--- src/rtl/riscv_pkg.sv ---
// Shared types and constants for the sequential RISC-V core front end.
package riscv_pkg;

  localparam int unsigned XLEN = 32;
  localparam logic [XLEN-1:0] INSTR_NOP = 32'h0000_0013;

  typedef enum logic {
    RUN   = 1'b0,
    FAULT = 1'b1
  } fetch_state_t;

  typedef struct packed {
    logic [XLEN-1:0] instr;
    logic [XLEN-1:0] pc;
  } fetch_entry_t;

endpackage

--- src/rtl/instr_fetch_if.sv ---
// Fetch-stage bus bundle: imem request/response, Decode handshake, redirect and fault.
interface instr_fetch_if;
  import riscv_pkg::*;

  logic            imem_req_valid;
  logic            imem_req_ready;
  logic [XLEN-1:0] imem_req_addr;
  logic            imem_rsp_valid;
  logic [XLEN-1:0] imem_rsp_data;
  logic            instr_valid;
  logic            instr_ready;
  logic [XLEN-1:0] instr;
  logic [XLEN-1:0] instr_pc;
  logic            redirect_valid;
  logic [XLEN-1:0] redirect_pc;
  logic            fetch_fault;

  modport master (
    output imem_req_valid, imem_req_addr, instr_valid, instr, instr_pc, fetch_fault,
    input  imem_req_ready, imem_rsp_valid, imem_rsp_data, instr_ready,
           redirect_valid, redirect_pc
  );

  modport slave (
    input  imem_req_valid, imem_req_addr, instr_valid, instr, instr_pc, fetch_fault,
    output imem_req_ready, imem_rsp_valid, imem_rsp_data, instr_ready,
           redirect_valid, redirect_pc
  );

endinterface

--- src/rtl/fetch_fifo.sv ---
// Synchronous FIFO of fetch entries; flush wins over push and pop.
module fetch_fifo
  import riscv_pkg::*;
#(
  parameter int unsigned DEPTH = 2,
  parameter int unsigned CNT_W = 2
) (
  input  logic              clk,
  input  logic              rst,
  input  logic              push,
  input  logic              pop,
  input  logic              flush,
  input  fetch_entry_t      wdata,
  output logic              full,
  output logic              empty,
  output logic [CNT_W-1:0]  count,
  output fetch_entry_t      head
);

  localparam int unsigned PTR_W = (DEPTH > 1) ? $clog2(DEPTH) : 1;

  fetch_entry_t     r_mem [DEPTH];
  logic [PTR_W-1:0] r_wr_ptr;
  logic [PTR_W-1:0] r_rd_ptr;
  logic [CNT_W-1:0] r_count;
  logic             w_push;
  logic             w_pop;

  assign full    = (r_count == CNT_W'(DEPTH));
  assign empty   = (r_count == '0);
  assign count   = r_count;
  assign head    = r_mem[r_rd_ptr];
  assign w_push  = push && !full;
  assign w_pop   = pop && !empty;

  always_ff @(posedge clk) begin
    if (rst || flush) begin
      r_wr_ptr <= '0;
      r_rd_ptr <= '0;
      r_count  <= '0;
    end else begin
      if (w_push) r_wr_ptr <= r_wr_ptr + PTR_W'(1);
      if (w_pop)  r_rd_ptr <= r_rd_ptr + PTR_W'(1);
      r_count <= r_count + CNT_W'(w_push) - CNT_W'(w_pop);
    end
  end

  // Storage needs no reset; occupancy alone defines validity.
  always_ff @(posedge clk) begin
    if (w_push && !flush) r_mem[r_wr_ptr] <= wdata;
  end

endmodule

--- src/rtl/instr_fetch.sv ---
// Fetch stage: owns the PC, issues credit-limited imem reads, buffers words for Decode,
// and handles redirects by flushing the buffer and dropping in-flight responses.
module instr_fetch
  import riscv_pkg::*;
#(
  parameter logic [XLEN-1:0] RESET_PC   = 32'h0000_0000,
  parameter int unsigned     FIFO_DEPTH = 2,
  parameter int unsigned     CNT_W      = 2
) (
  input  logic         clk,
  input  logic         rst,
  instr_fetch_if.master bus
);

  localparam int unsigned SUM_W = CNT_W + 1;

  fetch_state_t    r_state;
  fetch_state_t    w_state_next;
  logic [XLEN-1:0] r_pc;
  logic [XLEN-1:0] r_rsp_pc;
  logic [CNT_W-1:0] r_outstanding;
  logic [CNT_W-1:0] r_drop_cnt;
  logic [CNT_W-1:0] w_outstanding_next;
  logic [CNT_W-1:0] w_fifo_count;
  logic            w_fifo_full;
  logic            w_fifo_empty;
  fetch_entry_t    w_head;
  fetch_entry_t    w_wdata;
  logic            w_req_valid;
  logic            w_flush;
  logic            w_rsp_push;
  logic            w_credit;
  logic            w_accept;
  logic            w_misaligned;
  logic            w_redirect_ok;

  assign w_credit      = (SUM_W'(w_fifo_count) + SUM_W'(r_outstanding)) < SUM_W'(FIFO_DEPTH);
  assign w_accept      = w_req_valid && bus.imem_req_ready;
  assign w_misaligned  = (bus.redirect_pc[1:0] != 2'b00);
  assign w_redirect_ok = (r_state == RUN) && bus.redirect_valid && !w_misaligned;
  assign w_outstanding_next = r_outstanding + CNT_W'(w_accept) - CNT_W'(bus.imem_rsp_valid);
  assign w_wdata       = '{instr: bus.imem_rsp_data, pc: r_rsp_pc};

  always_ff @(posedge clk) begin
    if (rst) r_state <= RUN;
    else     r_state <= w_state_next;
  end

  // Credit-gated request, flush and push decisions; FAULT is terminal until reset.
  always_comb begin
    w_state_next = r_state;
    w_req_valid  = 1'b0;
    w_flush      = 1'b0;
    w_rsp_push   = 1'b0;
    case (r_state)
      RUN: begin
        w_req_valid = !rst && !bus.redirect_valid && w_credit;
        w_flush     = bus.redirect_valid;
        w_rsp_push  = bus.imem_rsp_valid && (r_drop_cnt == '0) &&
                      !bus.redirect_valid && !w_fifo_full;
        if (bus.redirect_valid && w_misaligned) w_state_next = FAULT;
      end
      FAULT: w_flush = 1'b1;
    endcase
  end

  // r_rsp_pc tracks the address of the next response that will be kept.
  always_ff @(posedge clk) begin
    if (rst) begin
      r_pc          <= RESET_PC;
      r_rsp_pc      <= RESET_PC;
      r_outstanding <= '0;
      r_drop_cnt    <= '0;
    end else begin
      r_outstanding <= w_outstanding_next;
      if (w_redirect_ok) begin
        r_pc       <= bus.redirect_pc;
        r_rsp_pc   <= bus.redirect_pc;
        r_drop_cnt <= w_outstanding_next;
      end else begin
        if (w_accept)   r_pc     <= r_pc + 32'd4;
        if (w_rsp_push) r_rsp_pc <= r_rsp_pc + 32'd4;
        if (bus.imem_rsp_valid && (r_drop_cnt != '0)) r_drop_cnt <= r_drop_cnt - CNT_W'(1);
      end
    end
  end

  fetch_fifo #(
    .DEPTH (FIFO_DEPTH),
    .CNT_W (CNT_W)
  ) u_fifo (
    .clk   (clk),
    .rst   (rst),
    .push  (w_rsp_push),
    .pop   (bus.instr_ready && !w_fifo_empty),
    .flush (w_flush),
    .wdata (w_wdata),
    .full  (w_fifo_full),
    .empty (w_fifo_empty),
    .count (w_fifo_count),
    .head  (w_head)
  );

  assign bus.imem_req_valid = w_req_valid;
  assign bus.imem_req_addr  = r_pc;
  assign bus.instr_valid    = !w_fifo_empty;
  assign bus.instr          = w_head.instr;
  assign bus.instr_pc       = w_head.pc;
  assign bus.fetch_fault    = (r_state == FAULT);

endmodule

--- src/flat_wrapper.sv ---
// flat-port wrapper written by rule: the top's interface ports become plain ports
module instr_fetch_flat import riscv_pkg::*;
#(
  parameter logic [XLEN-1:0] RESET_PC   = 32'h0000_0000,
  parameter int unsigned     FIFO_DEPTH = 2,
  parameter int unsigned     CNT_W      = 2
)
  (clk, rst, bus_imem_req_valid, bus_imem_req_addr, bus_instr_valid, bus_instr, bus_instr_pc, bus_fetch_fault, bus_imem_req_ready, bus_imem_rsp_valid, bus_imem_rsp_data, bus_instr_ready, bus_redirect_valid, bus_redirect_pc);
  instr_fetch_if bus_i ();
  input  logic clk;
  input  logic rst;
  output wire logic [$bits(bus_i.imem_req_valid)-1:0] bus_imem_req_valid;
  output wire logic [$bits(bus_i.imem_req_addr)-1:0] bus_imem_req_addr;
  output wire logic [$bits(bus_i.instr_valid)-1:0] bus_instr_valid;
  output wire logic [$bits(bus_i.instr)-1:0] bus_instr;
  output wire logic [$bits(bus_i.instr_pc)-1:0] bus_instr_pc;
  output wire logic [$bits(bus_i.fetch_fault)-1:0] bus_fetch_fault;
  input wire logic [$bits(bus_i.imem_req_ready)-1:0] bus_imem_req_ready;
  input wire logic [$bits(bus_i.imem_rsp_valid)-1:0] bus_imem_rsp_valid;
  input wire logic [$bits(bus_i.imem_rsp_data)-1:0] bus_imem_rsp_data;
  input wire logic [$bits(bus_i.instr_ready)-1:0] bus_instr_ready;
  input wire logic [$bits(bus_i.redirect_valid)-1:0] bus_redirect_valid;
  input wire logic [$bits(bus_i.redirect_pc)-1:0] bus_redirect_pc;
  assign bus_imem_req_valid = bus_i.imem_req_valid;
  assign bus_imem_req_addr = bus_i.imem_req_addr;
  assign bus_instr_valid = bus_i.instr_valid;
  assign bus_instr = bus_i.instr;
  assign bus_instr_pc = bus_i.instr_pc;
  assign bus_fetch_fault = bus_i.fetch_fault;
  assign bus_i.imem_req_ready = bus_imem_req_ready;
  assign bus_i.imem_rsp_valid = bus_imem_rsp_valid;
  assign bus_i.imem_rsp_data = bus_imem_rsp_data;
  assign bus_i.instr_ready = bus_instr_ready;
  assign bus_i.redirect_valid = bus_redirect_valid;
  assign bus_i.redirect_pc = bus_redirect_pc;
  instr_fetch #(.RESET_PC(RESET_PC), .FIFO_DEPTH(FIFO_DEPTH), .CNT_W(CNT_W)) u_core (.clk(clk), .rst(rst), .bus(bus_i));
endmodule
--- config.mk ---
export PLATFORM = sky130hd
export DESIGN_NAME = instr_fetch_flat
export DESIGN_NICKNAME = d
export VERILOG_FILES = /design/src/rtl/riscv_pkg.sv /design/src/rtl/instr_fetch_if.sv /design/src/rtl/fetch_fifo.sv /design/src/rtl/instr_fetch.sv /design/src/flat_wrapper.sv
export SDC_FILE = /design/constraint.sdc
export NUM_CORES = 1
export LEC_CHECK = 0
export ABC_AREA = 1
export CAP_MARGIN = 20
export CORE_AREA = 2 2 161 163
export DETAILED_ROUTE_END_ITERATION = 10
export DIE_AREA = 0 0 163 165
export GPL_ROUTABILITY_DRIVEN = 0
export PLACE_DENSITY = 0.71
export SLEW_MARGIN = 20
export SYNTH_ARGS = -nofsm -noshare
export SYNTH_HDL_FRONTEND = slang
export SYNTH_HIERARCHICAL = 1
export SYNTH_SLANG_ARGS = --single-unit
--- constraint.sdc ---
create_clock -name clk -period 9.5 [get_ports clk]
set_input_delay 1.9 -clock clk [delete_from_list [all_inputs] [get_ports clk]]
set_output_delay 1.9 -clock clk [all_outputs]
set_load 0.1 [all_outputs]
==> impl_metrics.csv <==
group,metric,value,unit
status,outcome,"finished, final reports clean",
power_and_ir_drop,p_leak,4.70,nW
worst_setup_path,cp_slowest_stage_delay,1.13,ns
clock_tree,cts_resized,0,
placement,dp_hpwl,16200,µm
die,initial_core_util,0.399,
die,die_w,163,µm
timing,setup_tns,0,ns
die,die_y,165,µm
logic_synthesis,netlist_top_cells_area,"edfxtp_1 (39%), dfxtp_1 (15%), mux2_4 (9.0%), nand2_1 (8.5%), nand3_1 (3.9%)",
worst_setup_path,slowest_stage,"clkdlybuf4s50_1",
timing,finalSetupViolations,0,
clock_tree,htreeDepth,1,
worst_setup_path,cp.arrival,4.33,ns
clock_tree,insertion_delay,0.50,ns
global_routing,grt_pass1_vias,7177,
route,wl_per_cell,15.5,µm
timing,relSlewSlack,0.287,
clock_tree,cts_tree,"built",
clock_tree,cts_buffers,22,
route,antenna_left,0,
die,core_area,25000,µm²
route,vias,7651,
worst_setup_path,critPathKind,"in -> out",
finish,diodes,0,
clock_tree,clockBufferDepth,3,
logic_synthesis,synth_warnings,6,
logic_synthesis,syn_nets,1101,
worst_setup_path,reg2reg_from,"u_core/u_fifo/count[0]$_SDFF_PP0_",
clock_tree,cts_setup_buffers,0,
power_and_ir_drop,p_per_area,179,nW/µm²
finish,drive_gt1_frac,0.130,
worst_setup_path,critPathTopFamily,"buffers and inverters",
power_and_ir_drop,vdd_ir_drop_max,109,µV
logic_synthesis,yosysTopAreaCell,"edfxtp_1",
placement,port_buffers,168,
finish,syn_to_final_growth,26.3,%
logic_synthesis,synth.most_common_cell,"nand2_1",
die,io_pins,169,
worst_setup_path,rrSetupSlack,6.76,ns
finish,layout.nets,1263,
finish,nFillCells,2235,
timing,timing.fmax,160,MHz
worst_hold_path,hp-start,"u_core/bus.imem_req_addr[0]$_SDFFE_PP0P_",
route,postRouteWirelength,23700,µm
timing,period_needed,6.23,ns
logic_synthesis,synth_edf_count,128,
timing,rsz0062_at_grt,"false",
global_routing,overflow,0,
worst_setup_path,worstPathMaxFanout,61,
timing,finalMaxSlewViolations,0,
job,drv_cap,0,
timing,clock_skew,0.0107,ns
worst_setup_path,cp-start-kind,"input port",
logic_synthesis,synth-async-reset-ratio,0,
worst_setup_path,path_buf_inv,5,
clock_tree,root_buffer,"clkbuf_16",
worst_setup_path,path_depth,6,
worst_setup_path,setup.worst_path.end_class,"output port",
route,drc,0,
worst_setup_path,critical_path_required,7.60,ns
logic_synthesis,synth-main-ff-cell,"edfxtp_1",
logic_synthesis,synth_area_per_cell,9.76,µm²
logic_synthesis,synthTopCellsByCount,"nand2_1 (225), edfxtp_1 (128), inv_1 (103)",
worst_setup_path,ff2ff_path_depth,9,
worst_setup_path,crit_path_start,"rst",
timing,tightest_slew,1.07,ns
clock_tree,cts_hold_buffers,0,
worst_setup_path,r2r_end,"u_core/u_fifo/r_mem[1][59]$_DFFE_PP_",
timing,period_share,0.656,
logic_synthesis,syn-cell-area,9980,µm²
worst_setup_path,critPathCapture,"bus_imem_req_valid",
logic_synthesis,syn_inst,1023,
global_routing,grt_pass1_wl,37100,µm
global_routing,grtUsageTotal,0.173,
worst_setup_path,crit_chain,"clkdlybuf4s50_1 > buf_4 > inv_4 > nand3_2 > inv_2 > clkdlybuf4s50_1",
logic_synthesis,ys_ff_latch,202,
worst_hold_path,min_path_type,"reg -> reg",
logic_synthesis,yosysTopAreaCellShare,0.385,
die,rows,58,
finish,final_util,0.504,
clock_tree,clock_sinks,202,
route,drtIter0Drc,529,
worst_setup_path,crit_path_frequent_cell,"clkdlybuf4s50_1",
route,via_per_inst,5.00,
route,drt_pass1_iterations,7,
global_routing,grt_max_degree,68,
timing,final_hold_viol_count,0,
logic_synthesis,ys_seq_area_frac,0.534,
logic_synthesis,synth_cell_types,42,
die,fp.dieArea,26900,µm²
global_routing,antenna_found_initial,0,
clock_tree,cts.clk_slew.worst_paths,0.06,ns
## layout make-up
class,count,area [µm²],share of cell area
inverters,107,404,0.0321
flip-flops and latches,202,5330,0.423
clock inverters,13,171,0.0136
well taps,330,413,0.0327
multi-input cells,679,3950,0.313
clock buffers,27,603,0.0478
repair buffers,173,1740,0.138
## layout by cell type (no fill, tap or decap), types with 9 or more instances in the layout
master / n
nor2_2: 10
a31oi_1: 15
nand3b_1: 9
dfxtp_1: 73
edfxtp_1: 128
nand2_1: 225
nor2_1: 91
mux2_4: 60
nand2_2: 11
clkbuf_16: 23
a21oi_1: 45
nand3_1: 78
inv_1: 103
o21ai_0: 58
clkdlybuf4s50_1: 168
## where the power goes
group          switching, mW  internal (mW)  total (mW)
Combinational          0.230          0.109       0.339
Sequential            0.0443          0.973        1.02
Clock                  0.340          0.561       0.900
Total                  0.614           1.64        2.26
## per-layer routing
layer / GRT usage / share of wire / vias to the layer above
li1: - / - / 3796
met1: 0.237 / 0.46 / 3513
met2: 0.278 / 0.45 / 304
met3: 0.0331 / 0.077 / 38
met4: 0.0495 / 0.021 / 0
met5: 0 / 0 / -
## worst register-to-register path, cell delays in order, from the launching register on
cell and delay [ns]:
dfxtp_1 0.38, inv_1 0.07, nand2_1 0.11, inv_1 0.05, nor2_1 0.09, nand2_1 0.10
nor2_1 0.48, nand3_1 0.25, nor2_4 0.12, buf_4 0.66
## logic make-up after synthesis
group                    after synthesis  synth area share
AND/OR/NAND/NOR                      453             0.199
flip-flops                           202             0.534
AO/OA/AOI/OAI                        146            0.0824
buffers and inverters                142            0.0720
multiplexers                          64            0.0948
XOR/XNOR                               8           0.00702
adder cells (fa/ha/maj)                8            0.0108
## worst min path at each step
stage	end	slack, ns	cells past startpoint
after floorplan	u_core/u_fifo/r_mem[0][0]$_DFFE_PP_	0.43	0
after global placement	u_core/bus.imem_req_addr[0]$_SDFFE_PP0P_	0.43	2
after detailed placement	u_core/bus.imem_req_addr[0]$_SDFFE_PP0P_	0.44	2
after CTS	u_core/bus.imem_req_addr[0]$_SDFFE_PP0P_	0.45	2
after global routing	u_core/bus.imem_req_addr[1]$_SDFFE_PP0P_	0.48	2
final	u_core/bus.imem_req_addr[0]$_SDFFE_PP0P_	0.45	2
## registers in the layout (all words and copies together) (netlist names), named ones only
register	cells
u_core/u_fifo/r_mem	128
u_core/bus.imem_req_addr	32
u_core/r_rsp_pc	32
u_core/r_drop_cnt	2
u_core/r_outstanding	2
u_core/u_fifo/count	2
u_core/bus.fetch_fault	1
u_core/u_fifo/r_rd_ptr	1
u_core/u_fifo/r_wr_ptr	1
## per-stage QoR
stage	instances	total power [mW]	hold slack, ns	worst slack [ns]	instance area, µm²
after global routing	1531	2.35	0.476	3.16	12600
after global placement	1490	1.36	0.434	3.28	11800
after detailed placement	1490	1.37	0.436	3.24	11800
final	1531	2.26	0.446	3.27	12600
after CTS	1530	2.27	0.445	3.25	12600
after floorplan	1023	1.27	0.426	2.04	9980
Note: power is estimated with default switching activity, not from simulation.
